## src/rtl/pad_event_pkg.sv

```systemverilog
// Shared constants for the pad event queue: event kinds, button indices, scan FSM states.
package pad_event_pkg;

   localparam int unsigned EVT_W = 5;

   localparam logic [1:0] KIND_PRESS   = 2'd0;
   localparam logic [1:0] KIND_RELEASE = 2'd1;
   localparam logic [1:0] KIND_REPEAT  = 2'd2;

   localparam logic [2:0] BTN_START  = 3'd0;
   localparam logic [2:0] BTN_SELECT = 3'd1;
   localparam logic [2:0] BTN_B      = 3'd2;
   localparam logic [2:0] BTN_A      = 3'd3;
   localparam logic [2:0] BTN_DOWN   = 3'd4;
   localparam logic [2:0] BTN_UP     = 3'd5;
   localparam logic [2:0] BTN_RIGHT  = 3'd6;
   localparam logic [2:0] BTN_LEFT   = 3'd7;

   typedef enum logic {
      IDLE = 1'b0,
      SCAN = 1'b1
   } scan_state_e;

   function automatic logic [EVT_W-1:0] make_evt(input logic [1:0] kind, input logic [2:0] idx);
      return {kind, idx};
   endfunction

endpackage

```

## src/rtl/pad_event_fifo.sv

```systemverilog
// Synchronous FIFO; pointers carry one extra bit so full and empty are distinguishable.
module pad_event_fifo #(
   parameter int unsigned WIDTH = 5,
   parameter int unsigned DEPTH = 8
) (
   input  logic             clock,
   input  logic             reset,
   input  logic             push,
   input  logic [WIDTH-1:0] push_data,
   input  logic             pop,
   output logic             full,
   output logic             empty,
   output logic [WIDTH-1:0] head
);

   localparam int unsigned AW = $clog2(DEPTH);
   localparam logic [AW:0] PTR_ONE = {{AW{1'b0}}, 1'b1};

   logic [WIDTH-1:0] mem_q [DEPTH];
   logic [AW:0]      wr_ptr_q, wr_ptr_d;
   logic [AW:0]      rd_ptr_q, rd_ptr_d;
   logic             pop_en;
   logic             push_en;

   assign empty = (wr_ptr_q == rd_ptr_q);
   assign full  = (wr_ptr_q[AW] != rd_ptr_q[AW]) && (wr_ptr_q[AW-1:0] == rd_ptr_q[AW-1:0]);

   // A full FIFO still accepts a push when the head leaves in the same cycle.
   assign pop_en  = pop && !empty;
   assign push_en = push && (!full || pop_en);

   assign head = empty ? '0 : mem_q[rd_ptr_q[AW-1:0]];

   always_comb begin
      wr_ptr_d = wr_ptr_q;
      rd_ptr_d = rd_ptr_q;
      if (push_en) begin
         wr_ptr_d = wr_ptr_q + PTR_ONE;
      end
      if (pop_en) begin
         rd_ptr_d = rd_ptr_q + PTR_ONE;
      end
   end

   always_ff @(posedge clock) begin
      if (reset) begin
         wr_ptr_q <= '0;
         rd_ptr_q <= '0;
      end else begin
         wr_ptr_q <= wr_ptr_d;
         rd_ptr_q <= rd_ptr_d;
      end
   end

   always_ff @(posedge clock) begin
      if (push_en) begin
         mem_q[wr_ptr_q[AW-1:0]] <= push_data;
      end
   end

endmodule

```

## src/rtl/pad_event_queue.sv

```systemverilog
// Debounces the controller button vector and turns changes into press/release/repeat
// events buffered in a FIFO drained over a valid/ready handshake.
module pad_event_queue
   import pad_event_pkg::*;
#(
   parameter logic [15:0] STABLE_CNT   = 16'd27000,
   parameter logic [23:0] REPEAT_DELAY = 24'd13500000,
   parameter logic [23:0] REPEAT_RATE  = 24'd2700000,
   parameter int unsigned FIFO_DEPTH   = 8
) (
   input  logic             clock,
   input  logic             reset,
   input  logic [7:0]       plyr_input,
   output logic [7:0]       held,
   output logic             evt_valid,
   input  logic             evt_ready,
   output logic [EVT_W-1:0] evt_data,
   output logic             overflow
);

   logic [7:0]       s1_q, s2_q;
   logic [15:0]      stable_cnt_q, stable_cnt_d;
   logic [7:0]       held_q, held_d;
   logic [7:0]       diff_q, diff_d;
   scan_state_e      state_q, state_d;
   logic [2:0]       idx_q, idx_d;
   logic [23:0]      rep_cnt_q, rep_cnt_d;
   logic             push_q, push_d;
   logic [EVT_W-1:0] push_data_q, push_data_d;
   logic             overflow_q, overflow_d;

   logic             commit;
   logic             has_target;
   logic [2:0]       rep_target;
   logic             rep_fire;
   logic             fifo_full;
   logic             fifo_empty;
   logic             fifo_pop;

   // s1 differing from s2 means s2 takes a new value at this edge.
   always_comb begin
      stable_cnt_d = stable_cnt_q;
      if (s1_q != s2_q) begin
         stable_cnt_d = '0;
      end else if (stable_cnt_q != STABLE_CNT) begin
         stable_cnt_d = stable_cnt_q + 16'd1;
      end
   end

   assign commit = (stable_cnt_q == STABLE_CNT) && (s2_q != held_q) && (state_q == IDLE);

   always_comb begin
      held_d = held_q;
      diff_d = diff_q;
      if (commit) begin
         held_d = s2_q;
         diff_d = s2_q ^ held_q;
      end
   end

   // Lowest held direction wins; iterate downward so the lowest index is assigned last.
   always_comb begin
      rep_target = BTN_DOWN;
      for (int i = 7; i >= 4; i--) begin
         if (held_q[i]) begin
            rep_target = 3'(i);
         end
      end
   end

   assign has_target = |held_q[7:4];

   // The counter saturates while scanning, so a due repeat fires once on the next IDLE cycle.
   assign rep_fire = has_target && (state_q == IDLE) && (rep_cnt_q >= REPEAT_DELAY - 24'd1);

   always_comb begin
      rep_cnt_d = rep_cnt_q;
      if (commit || !has_target) begin
         rep_cnt_d = '0;
      end else if (rep_fire) begin
         rep_cnt_d = REPEAT_DELAY - REPEAT_RATE;
      end else if (rep_cnt_q < REPEAT_DELAY) begin
         rep_cnt_d = rep_cnt_q + 24'd1;
      end
   end

   always_comb begin
      state_d     = state_q;
      idx_d       = idx_q;
      push_d      = 1'b0;
      push_data_d = push_data_q;
      unique case (state_q)
         IDLE: begin
            if (commit) begin
               state_d = SCAN;
               idx_d   = 3'd0;
            end
            if (rep_fire) begin
               push_d      = 1'b1;
               push_data_d = make_evt(KIND_REPEAT, rep_target);
            end
         end
         SCAN: begin
            if (diff_q[idx_q]) begin
               push_d      = 1'b1;
               push_data_d = make_evt(held_q[idx_q] ? KIND_PRESS : KIND_RELEASE, idx_q);
            end
            idx_d = idx_q + 3'd1;
            if (idx_q == 3'd7) begin
               state_d = IDLE;
            end
         end
         default: state_d = IDLE;
      endcase
   end

   assign fifo_pop   = evt_valid && evt_ready;
   assign overflow_d = overflow_q | (push_q && fifo_full && !fifo_pop);

   always_ff @(posedge clock) begin
      if (reset) begin
         s1_q         <= '0;
         s2_q         <= '0;
         stable_cnt_q <= '0;
         held_q       <= '0;
         diff_q       <= '0;
         state_q      <= IDLE;
         idx_q        <= '0;
         rep_cnt_q    <= '0;
         push_q       <= 1'b0;
         push_data_q  <= '0;
         overflow_q   <= 1'b0;
      end else begin
         s1_q         <= plyr_input;
         s2_q         <= s1_q;
         stable_cnt_q <= stable_cnt_d;
         held_q       <= held_d;
         diff_q       <= diff_d;
         state_q      <= state_d;
         idx_q        <= idx_d;
         rep_cnt_q    <= rep_cnt_d;
         push_q       <= push_d;
         push_data_q  <= push_data_d;
         overflow_q   <= overflow_d;
      end
   end

   pad_event_fifo #(
      .WIDTH (EVT_W),
      .DEPTH (FIFO_DEPTH)
   ) u_fifo (
      .clock     (clock),
      .reset     (reset),
      .push      (push_q),
      .push_data (push_data_q),
      .pop       (fifo_pop),
      .full      (fifo_full),
      .empty     (fifo_empty),
      .head      (evt_data)
   );

   assign evt_valid = !fifo_empty;
   assign held      = held_q;
   assign overflow  = overflow_q;

endmodule
```

## config.mk

```make
export PLATFORM = sky130hd
export DESIGN_NAME = pad_event_queue
export DESIGN_NICKNAME = d
export VERILOG_FILES = /design/src/rtl/pad_event_pkg.sv /design/src/rtl/pad_event_fifo.sv /design/src/rtl/pad_event_queue.sv
export SDC_FILE = /design/constraint.sdc
export NUM_CORES = 1
export LEC_CHECK = 0
export CORE_AREA = 4 4 110 112
export CTS_BUF_LIST = sky130_fd_sc_hd__clkbuf_8
export DETAILED_ROUTE_END_ITERATION = 8
export DIE_AREA = 0 0 114 116
export PLACE_DENSITY = 0.73
export SLEW_MARGIN = 15
export SYNTH_ARGS = -nofsm -noshare
export SYNTH_HDL_FRONTEND = slang
export SYNTH_HIERARCHICAL = 1
export SYNTH_SLANG_ARGS = --single-unit
export TNS_END_PERCENT = 30
```

## constraint.sdc

```tcl
create_clock -name clock -period 2.87 [get_ports clock]
set_input_delay 0.574 -clock clock [delete_from_list [all_inputs] [get_ports clock]]
set_output_delay 0.574 -clock clock [all_outputs]
set_load 0.02 [all_outputs]
```

### Word level (Yosys, flattened, before mapping)

Memory sizes are Yosys's and may differ from the RTL's. A register that Yosys moved wholly into a read port is not among the register bits.
Index checks and enable logic that the tools add are counted.

* register bits after elaboration: 91
* bits in writable memories: 40
* word-level logic and storage cells: 86
* memories kept: 1

Memory list
* u_fifo.mem_q: words 8, bits a word 5, read ports 1, clocked after Yosys merged registers in 1, write ports 1, RTL line pad_event_fifo.sv:19 `logic [WIDTH-1:0] mem_q [DEPTH];`

* add/subtract/negate cells: 5
* order comparisons: 3
* equality and inequality tests: 11
* mux-type cells: 27
* bitwise logic cells: 3
* reductions and logical operators: 22

Operators by type and width (number)
* 24-bit 2-to-1 mux: 2
* 24-bit by 1-bit adder with 24-bit output, second input constant: 1
* 24-bit greater-or-equal comparator, second input constant: 1
* 24-bit < comparator, second input constant: 1
* 3-bit 2-to-1 mux: 6
* 16-bit by 1-bit adder with 16-bit output, second input constant: 1
* 16-bit by 15-bit equality test with 1-bit output, second input constant: 1
* 16-bit by 15-bit inequality test with 1-bit output, second input constant: 1
* 8-bit inequality test: 2
* 5-bit 2-to-1 mux: 3
* 1-bit logical AND: 10
* 5-bit case mux with 2 select lines: 1
* 1-bit 2-to-1 mux: 9
* 4-bit by 1-bit adder with 4-bit output, second input constant: 2
* 8-bit bitwise XOR: 1
* 1-bit binary-select mux with 3-bit select: 2
* 3-bit case mux with 2 select lines: 1
* 4-bit equality test: 1
* 1-bit logical NOT: 4
* 3-bit by 4-bit < comparator with 1-bit output, second input constant: 1
* 2-bit inequality test, second input constant: 2
* 1-bit case mux with 2 select lines: 2
* 2-bit OR reduction: 2
* 4-bit OR reduction: 1
* 12 further kinds: 13

### Depth between registers and ports, before layout

Gate-level depths: netlist of run 1.

* word-level depth: 8
* depth in mapped cells: 9

### Modules after synthesis

The synthesis of run 1 kept the hierarchy.

By module, submodules not included
* pad_event_queue: instances 1, cells each 411, area an instance 3822.4 µm², sequential area each 1661.6 µm²
* pad_event_fifo: instances 1, cells each 133, area an instance 2175.8 µm², sequential area each 1421.4 µm²

### Worst setup path before layout of run 1

No wires, ideal clock.

* path kind: reg-to-reg
* from: register u_fifo.wr_ptr_q[2]
* to: memory u_fifo.mem_q[0][0] (enable)
* library setup time: 0.381 ns
* arrival time: 1.975 ns
* data required time: 2.489 ns
* path slack: 0.514 ns
* stages on the path, launching flop included: 7
* clock period less this slack: 2.356 ns
* path through: dfxtp_1 > buf_4 > xor2_1 > nor4_2 > nor2b_1 > o21ai_0 > nor4_1

* cells in the longest elaborated chain, start to end: 8

Ends and longest elaborated chain
* start: declaration: RTL line pad_event_fifo.sv:20 `logic [AW:0] wr_ptr_q, wr_ptr_d;`
* start signal: assignment: RTL line pad_event_fifo.sv:50 `wr_ptr_q <= wr_ptr_d;`
* 4-bit equality test: RTL line pad_event_fifo.sv:25 `assign empty = (wr_ptr_q == rd_ptr_q);`
* named net fifo_empty: RTL line pad_event_queue.sv:37 `logic fifo_empty;`
* 1-bit logical NOT: RTL line pad_event_queue.sv:162 `assign evt_valid = !fifo_empty;`
* 1-bit logical AND: RTL line pad_event_queue.sv:117 `assign fifo_pop = evt_valid && evt_ready;`
* named net fifo_pop: RTL line pad_event_queue.sv:38 `logic fifo_pop;`
* 1-bit logical AND: RTL line pad_event_fifo.sv:29 `assign pop_en = pop && !empty;`
* 1-bit logical OR: RTL line pad_event_fifo.sv:30 `assign push_en = push && (!full || pop_en);`
* 1-bit logical AND: RTL line pad_event_fifo.sv:30
* 1-bit 2-to-1 mux: RTL line pad_event_fifo.sv:56 `if (push_en) begin`
* 1-bit 2-to-1 mux (not written as such): RTL line pad_event_fifo.sv:57 `mem_q[wr_ptr_q[AW-1:0]] <= push_data;`
* end: declaration: RTL line pad_event_fifo.sv:19

The timed path passes the listed nets, and every way through them passes these cells.

==> impl_metrics.tcl, run 1 <==
set metrics [dict create \
    status "completed" \
    syn-instance-count 544 \
    synthTopCellsByArea "dfxtp_1, edfxtp_1, mux4_2" \
    die_w_um 114 \
    p_total_mw 3.599 \
    stdcell_area_um2 6812 \
    synth_top_area_share_pct 31.37 \
    drt_pass1_iterations 4 \
    dp_cells 699 \
    drc 0 \
    crit_chain "buf_6, mux4_2, mux2i_1, nor2_1, clkdlybuf4s50_1" \
    area_growth_pct 13.56 \
    gp_congestion 0.8119 \
    pwr-share-clk_pct 44.1 \
    synth_common_cells "dfxtp_1, nor2_1, edfxtp_1" \
    hold_depth 2 \
    synthFlopType "dfxtp_1" \
    leakage_nw 2.253 \
    comb_power_share_pct 1.6 \
    vias 4104 \
    yosys_warnings 6 \
    crit_required_ps 2300 \
    tns_ps 0 \
    hp-start "rep_cnt_q[23]$_SDFFE_PP0P_" \
    drt_iter0_markers 233 \
    path_buf_inv 2 \
    critPathKind "reg -> out" \
    fin_worst_skew_ps 10.73 \
    r2r_end "rep_cnt_q[8]$_SDFFE_PP0P_" \
    synth_cell_types 65 \
    cp.arrival_ps 2210 \
    grt_pass1_vias 4019 \
    grtUsageTotal_pct 18.50 \
    report.final.slew_viol_count 0 \
    reg2reg_slack_ps 550 \
    power.internal_mw 2.716 \
    syn-num-nets 562 \
    rows 39 \
    rr_worst_depth 5 \
    cts-buffers-inserted 17 \
    grt_pass1_wl_um 19420 \
    htree_levels 4 \
    port-buffer-count 25 \
    fp.dieH_um 116 \
    endpoint_kind "primary output" \
    fillers 935 \
    power.density_nw_per_um2 528.3 \
    ant_nets 0 \
    p_sw_mw 0.8822 \
    start_util_pct 53.44 \
    avgRoutedWirePerCell_um 15.41 \
    finalWirelength_um 11260 \
    cts.sinks 134 \
    fin_nets 593 \
    placed_cell_area_um2 6380 \
    critPathMaxFanout 10 \
    instances_no_fill 731 \
    synth_top_area_cell "dfxtp_1" \
    setup_viol 0 \
    synth_area_um2 5998 \
    ys_seq_elements 134 \
    slowest_delay_ps 530 \
    hold_path_class "reg -> reg" \
    worst_slew_pin_slew_ps 697.3 \
    n_antenna_cell 0 \
    ys_seq_area_share_pct 51.40 \
    r2r_start "rep_cnt_q[10]$_SDFFE_PP0P_" \
    swShare_pct 24.52 \
    gr-total-overflow 0 \
    cts_hold_buf 0 \
    cts_tree "built" \
    synth.most_common_cell "dfxtp_1" \
    period_share_pct 96.84 \
    cp_top_family "buffers and inverters" \
    drv_cap 0 \
    clkLatencyLatePin_ps 450 \
    clk_path_buf_depth 2 \
    antenna_found_initial 0 \
    async_flop_share_pct 0 \
    period_needed_ps 2779 \
    drive_above_1_share_pct 14.97 \
    synth_area_per_cell_um2 11.03 \
    ir_drop_mv 0.2717 \
    relSlewSlack_pct 53.08 \
    core_area_um2 11220 \
    clk_pin_slew_ps 90 \
    layout_setup_ws_ps 90.57 \
    seqPwrFrac_pct 54.3 \
    critPathLaunchType "register" \
    grt_max_degree 58 \
    dp_slack_ps 444.8 \
    dpl.hpwl_um 7771 \
    ios 26 \
    dieArea_um2 13220 \
    synth_enable_flop_cells 40 \
    via_per_inst 5.614 \
    hold_viol_final 0 \
    fmax_mhz 359.8 \
    hold_path_end "rep_cnt_q[23]$_SDFFE_PP0P_" \
    cp_slowest_cell "clkdlybuf4s50_1" \
    cts_root_buf "clkbuf_8" \
]
==> state kept, by name, indices dropped and copies added, names as in the netlist, named ones only <==
name	cells
u_fifo/mem_q	40
rep_cnt_q	24
stable_cnt_q	16
diff_q	8
held	8
s1_q	8
s2_q	8
push_data_q	5
u_fifo/rd_ptr_q	4
u_fifo/wr_ptr_q	4
idx_q	3
overflow	1
push_q	1
state_q	1
==> cell families after synthesis <==
| kind of cell | synth area share, % |
|---|---|
| mux | 8.677 |
| flops | 51.40 |
| xor+xnor | 6.946 |
| fa+ha+maj | 1.460 |
| buf+inv | 3.588 |
| simple gates | 17.42 |
| compound gates | 10.51 |
==> per-stage QoR <==
| step | hold WS [ps] | util, % |
|---|---|---|
| global route | 499.9 | 60.69 |
| CTS | 469.0 | 60.62 |
| detailed placement | 455.1 | 56.85 |
| finish | 473.6 | 60.69 |
| global placement | 450.6 | 56.85 |
| floorplan | 434.6 | - |
==> placed cells by master (no fill, tap or decap), types with 12 or more instances in the layout <==
| cell | count |
|---|---|
| clkbuf_8 | 17 |
| buf_4 | 12 |
| nor2_1 | 56 |
| mux4_2 | 14 |
| nand4_1 | 13 |
| xor2_1 | 17 |
| nor2b_1 | 23 |
| edfxtp_1 | 40 |
| dfxtp_1 | 91 |
| xnor2_1 | 24 |
| nand2_1 | 20 |
| mux2i_1 | 16 |
| clkdlybuf4s50_1 | 23 |
| inv_1 | 19 |
| o21ai_0 | 12 |
| a21oi_1 | 26 |
| nand3_1 | 13 |
==> area by class of cell <==
class                      instances  area [um^2]  share of cell area (%)
clock inverter                    15        180.2                   2.645
sequential                       134         3087                   45.32
inverter                          20        75.07                   1.102
tap                              143        178.9                   2.627
clock buffer                      17        234.0                   3.435
multi-input combinational        364         2708                   39.75
timing repair buffer              38        349.1                   5.125
==> worst max path at each step <==
stage / slack [ps] / endpoint / cells past startpoint
detailed placement: 440 / evt_data[1] / 5
floorplan: 510 / u_fifo/mem_q[0][0]$_DFFE_PP_ / 6
global route: -2 / evt_data[0] / 5
finish: 90 / evt_data[2] / 5
CTS: 30 / evt_data[1] / 5
global placement: 510 / evt_data[1] / 5
==> power by group through the flow <==
| stage | Clock [mW] | Combinational (mW) | Sequential [mW] |
|---|---|---|---|
| after detailed placement | 0 | 0.0592 | 2.00 |
| after floorplan | 0 | 0.0369 | 2.00 |
| after global routing | 1.73 | 0.0643 | 1.96 |
| after global placement | 0 | 0.0584 | 2.00 |
| after CTS | 1.62 | 0.0593 | 1.95 |
| final | 1.59 | 0.0583 | 1.95 |
==> worst register-to-register path, stage by stage (launching register included) <==
cell,delay [ps]
dfxtp_1,430
nand4_2,200
nor4_1,680
a21oi_1,290
or2_1,430
a31oi_1,210
==> per-layer routing <==
layer	global-route usage [%]	routed length, um	vias to the layer above
met5	0	0	-
met4	7.997	272	0
met2	30.13	5510	76
li1	-	-	2054
met3	4.073	400	23
met1	23.89	5078	1951
==> what timing repair did <==
| item | in CTS | in global routing |
|---|---|---|
| endpoints found under the hold margin | 0 | 0 |
| cloned | 0 | 0 |
| gates resized for setup | 3 | 3 |
| setup endpoints to repair | 6 | 5 |
| setup buffers | 0 | 0 |
Note: power is estimated with default switching activity, not from simulation.
==> inputs of run 2 (changes only) <==
--- a/config.mk
+++ b/config.mk
@@ -5,14 +5,13 @@
 export SDC_FILE = /design/constraint.sdc
 export NUM_CORES = 1
 export LEC_CHECK = 0
-export CORE_AREA = 4 4 110 112
+export CORE_AREA = 4 4 103 105
 export CTS_BUF_LIST = sky130_fd_sc_hd__clkbuf_8
 export DETAILED_ROUTE_END_ITERATION = 8
-export DIE_AREA = 0 0 114 116
-export PLACE_DENSITY = 0.73
+export DIE_AREA = 0 0 107 109
+export PLACE_DENSITY = 0.79
 export SLEW_MARGIN = 15
 export SYNTH_ARGS = -nofsm -noshare
 export SYNTH_HDL_FRONTEND = slang
-export SYNTH_HIERARCHICAL = 1
 export SYNTH_SLANG_ARGS = --single-unit
 export TNS_END_PERCENT = 30
==> run 2 against run 1 <==
Non-clock buffer count decreased by 5. Worst hold slack got worse by 24 ps. Critical path depth unchanged. Area after synthesis down 4.8%. Synthesized cell count down 2.9%. Final area down 5.0%. Combinational power decreased by 3%.
==> impl_metrics.tcl, run 2 <==
set metrics [dict create \
    status "completed" \
    grt_max_degree 25 \
    period_share_pct 95.60 \
    cts_tree "built" \
    hold_viol_final 0 \
    leakage_nw 2.263 \
    gp_congestion 0.8482 \
    avgRoutedWirePerCell_um 15.08 \
    fmax_mhz 364.5 \
    synth_top_area_cell "dfxtp_1" \
    synth_area_um2 5712 \
    grtUsageTotal_pct 19.73 \
    cts.sinks 134 \
    final_common_cell "dfxtp_1" \
    ant_nets 0 \
    htree_levels 4 \
    cp_slowest_cell "clkdlybuf4s50_1" \
    cts_hold_buf 0 \
    synthFlopType "dfxtp_1" \
    synth_area_per_cell_um2 10.82 \
    cts_root_buf "clkbuf_8" \
    ys_seq_area_share_pct 53.98 \
    drc 0 \
    dieArea_um2 11660 \
    drive_above_1_share_pct 10.33 \
    fin_worst_skew_ps 7.126 \
    power.density_nw_per_um2 536.2 \
    synth.most_common_cell "dfxtp_1" \
    die_w_um 107 \
    layout_setup_ws_ps 126.3 \
    antenna_found_initial 0 \
    start_util_pct 59.25 \
    layout_common_cells "dfxtp_1, nor2_1, edfxtp_1" \
    n_antenna_cell 0 \
    relSlewSlack_pct 53.28 \
    drv_cap 0 \
    drt_pass1_iterations 7 \
    via_per_inst 5.598 \
    synth_enable_flop_cells 40 \
    cts-buffers-inserted 17 \
    ys_seq_elements 134 \
    critPathMaxFanout 10 \
    met3_usage_pct 4.737 \
    use_met2_pct 33.36 \
    clk_pin_slew_ps 70 \
    crit_chain "buf_6, mux4_2, mux2i_1, nor2_1, clkdlybuf4s50_1" \
    slowest_delay_ps 530 \
    path_buf_inv 2 \
    ir_drop_mv 0.3463 \
    worst_slew_pin_slew_ps 698.7 \
    tns_ps 0 \
    fp.dieH_um 109 \
    ios 26 \
    grt_pass1_vias 3814 \
    vias 3941 \
    synth_top_area_share_pct 32.95 \
    async_flop_share_pct 0 \
    synthTopCellsByArea "dfxtp_1, edfxtp_1, mux4_2" \
    use_met1_pct 24.55 \
    busiest_layer "met2" \
    hold_ws_ps 450.0 \
    rows 36 \
    area_growth_pct 13.32 \
    hold_path_class "reg -> reg" \
    p_total_mw 3.470 \
    core_area_um2 9639 \
    fin_nets 576 \
    gr-total-overflow 0 \
    synth_cell_types 50 \
    largest_register_ffs 40 \
    fillers 739 \
    grt_pass1_wl_um 18050 \
    dpl.hpwl_um 7430 \
    clkLatencyLatePin_ps 430 \
    syn-instance-count 528 \
    drt_iter0_markers 250 \
    critPathKind "reg -> out" \
    cp_top_family "buffers and inverters" \
    syn-num-nets 546 \
    synth_common_cells "dfxtp_1, nor2_1, edfxtp_1" \
    dp_slack_ps 393.9 \
    period_needed_ps 2744 \
    finalWirelength_um 10620 \
    clk_path_buf_depth 2 \
    yosys_warnings 0 \
    crit_required_ps 2300 \
    port-buffer-count 25 \
    rsz0062_at_grt "false" \
    cp.arrival_ps 2170 \
    report.final.slew_viol_count 0 \
    setup_viol 0 \
    endpoint_kind "primary output" \
    critPathLaunchType "register" \
]
## run 2: what timing repair did
item / in CTS / in global routing
buffers inserted: 0 / 0
setup endpoints to repair: 2 / 6
resized for setup: 1 / 6
gates cloned: 0 / 0
## run 2: worst min-delay path, delay by kind of cell, from the launching register on
| family | cells | cell delay [ps] |
|---|---|---|
| buf+inv | 1 | 50 |
| compound gates | 1 | 50 |
| flops | 1 | 310 |
## run 2: report_power, final
part	internal, mW	total, mW	switching (mW)
clock network	0.759	1.46	0.699
logic	0.0288	0.0568	0.0279
registers	1.95	1.96	0.00882
## run 2: per-stage QoR
step,instances,cell area (um^2),util [%]
floorplan,528,5712,-
global placement,672,6076,63.03
detailed placement,672,6076,63.03
CTS,704,6454,66.95
global route,704,6472,67.15
finish,704,6472,67.15
## run 2: cell type report
type | count | area [um^2] | share of cell area, %
sequential | 134 | 3083 | 47.63
multi-input combinational | 360 | 2484 | 38.37
timing repair buffer | 33 | 319.1 | 4.929
clock buffer | 17 | 234.0 | 3.615
tap | 133 | 166.4 | 2.571
clock inverter | 15 | 141.4 | 2.184
inverter | 12 | 45.04 | 0.6959
## run 2: kinds of logic (layout without fill, tap and decap cells)
kind of cell / count (synthesis) / count (layout) / synth area share [%]
xor gates and xnor gates: 52 / 52 / 7.974
muxes: 29 / 29 / 8.149
AOI/OAI and AO/OA: 65 / 65 / 7.273
and+or+nand+nor: 207 / 207 / 18.42
adders and majority gates: 7 / 7 / 1.533
DFF: 134 / 134 / 53.98
buffers and inverters: 34 / 77 / 2.672
## run 2: worst paths after layout
path | startpoint | endpoint | slack, ps | cells after the start
setup / recovery | register | evt_data[1] | 130 | 5
hold / removal | rep_cnt_q[23]$_SDFFE_PP0P_ | rep_cnt_q[23]$_SDFFE_PP0P_ | 450 | 2
setup reg to reg | stable_cnt_q[0]$_SDFFE_PP0P_ | rep_cnt_q[12]$_SDFFE_PP0P_ | 490 | 8
hold reg to reg | rep_cnt_q[23]$_SDFFE_PP0P_ | rep_cnt_q[23]$_SDFFE_PP0P_ | 450 | 2
## run 2: per-layer routing
layer / vias to the layer above / part of all wire [%] / wire length (um)
met2: 86 / 50 / 5273
li1: 1951 / - / -
met5: - / 0 / 0
met1: 1888 / 45 / 4750
met4: 0 / 1.4 / 149
met3: 16 / 4.2 / 444
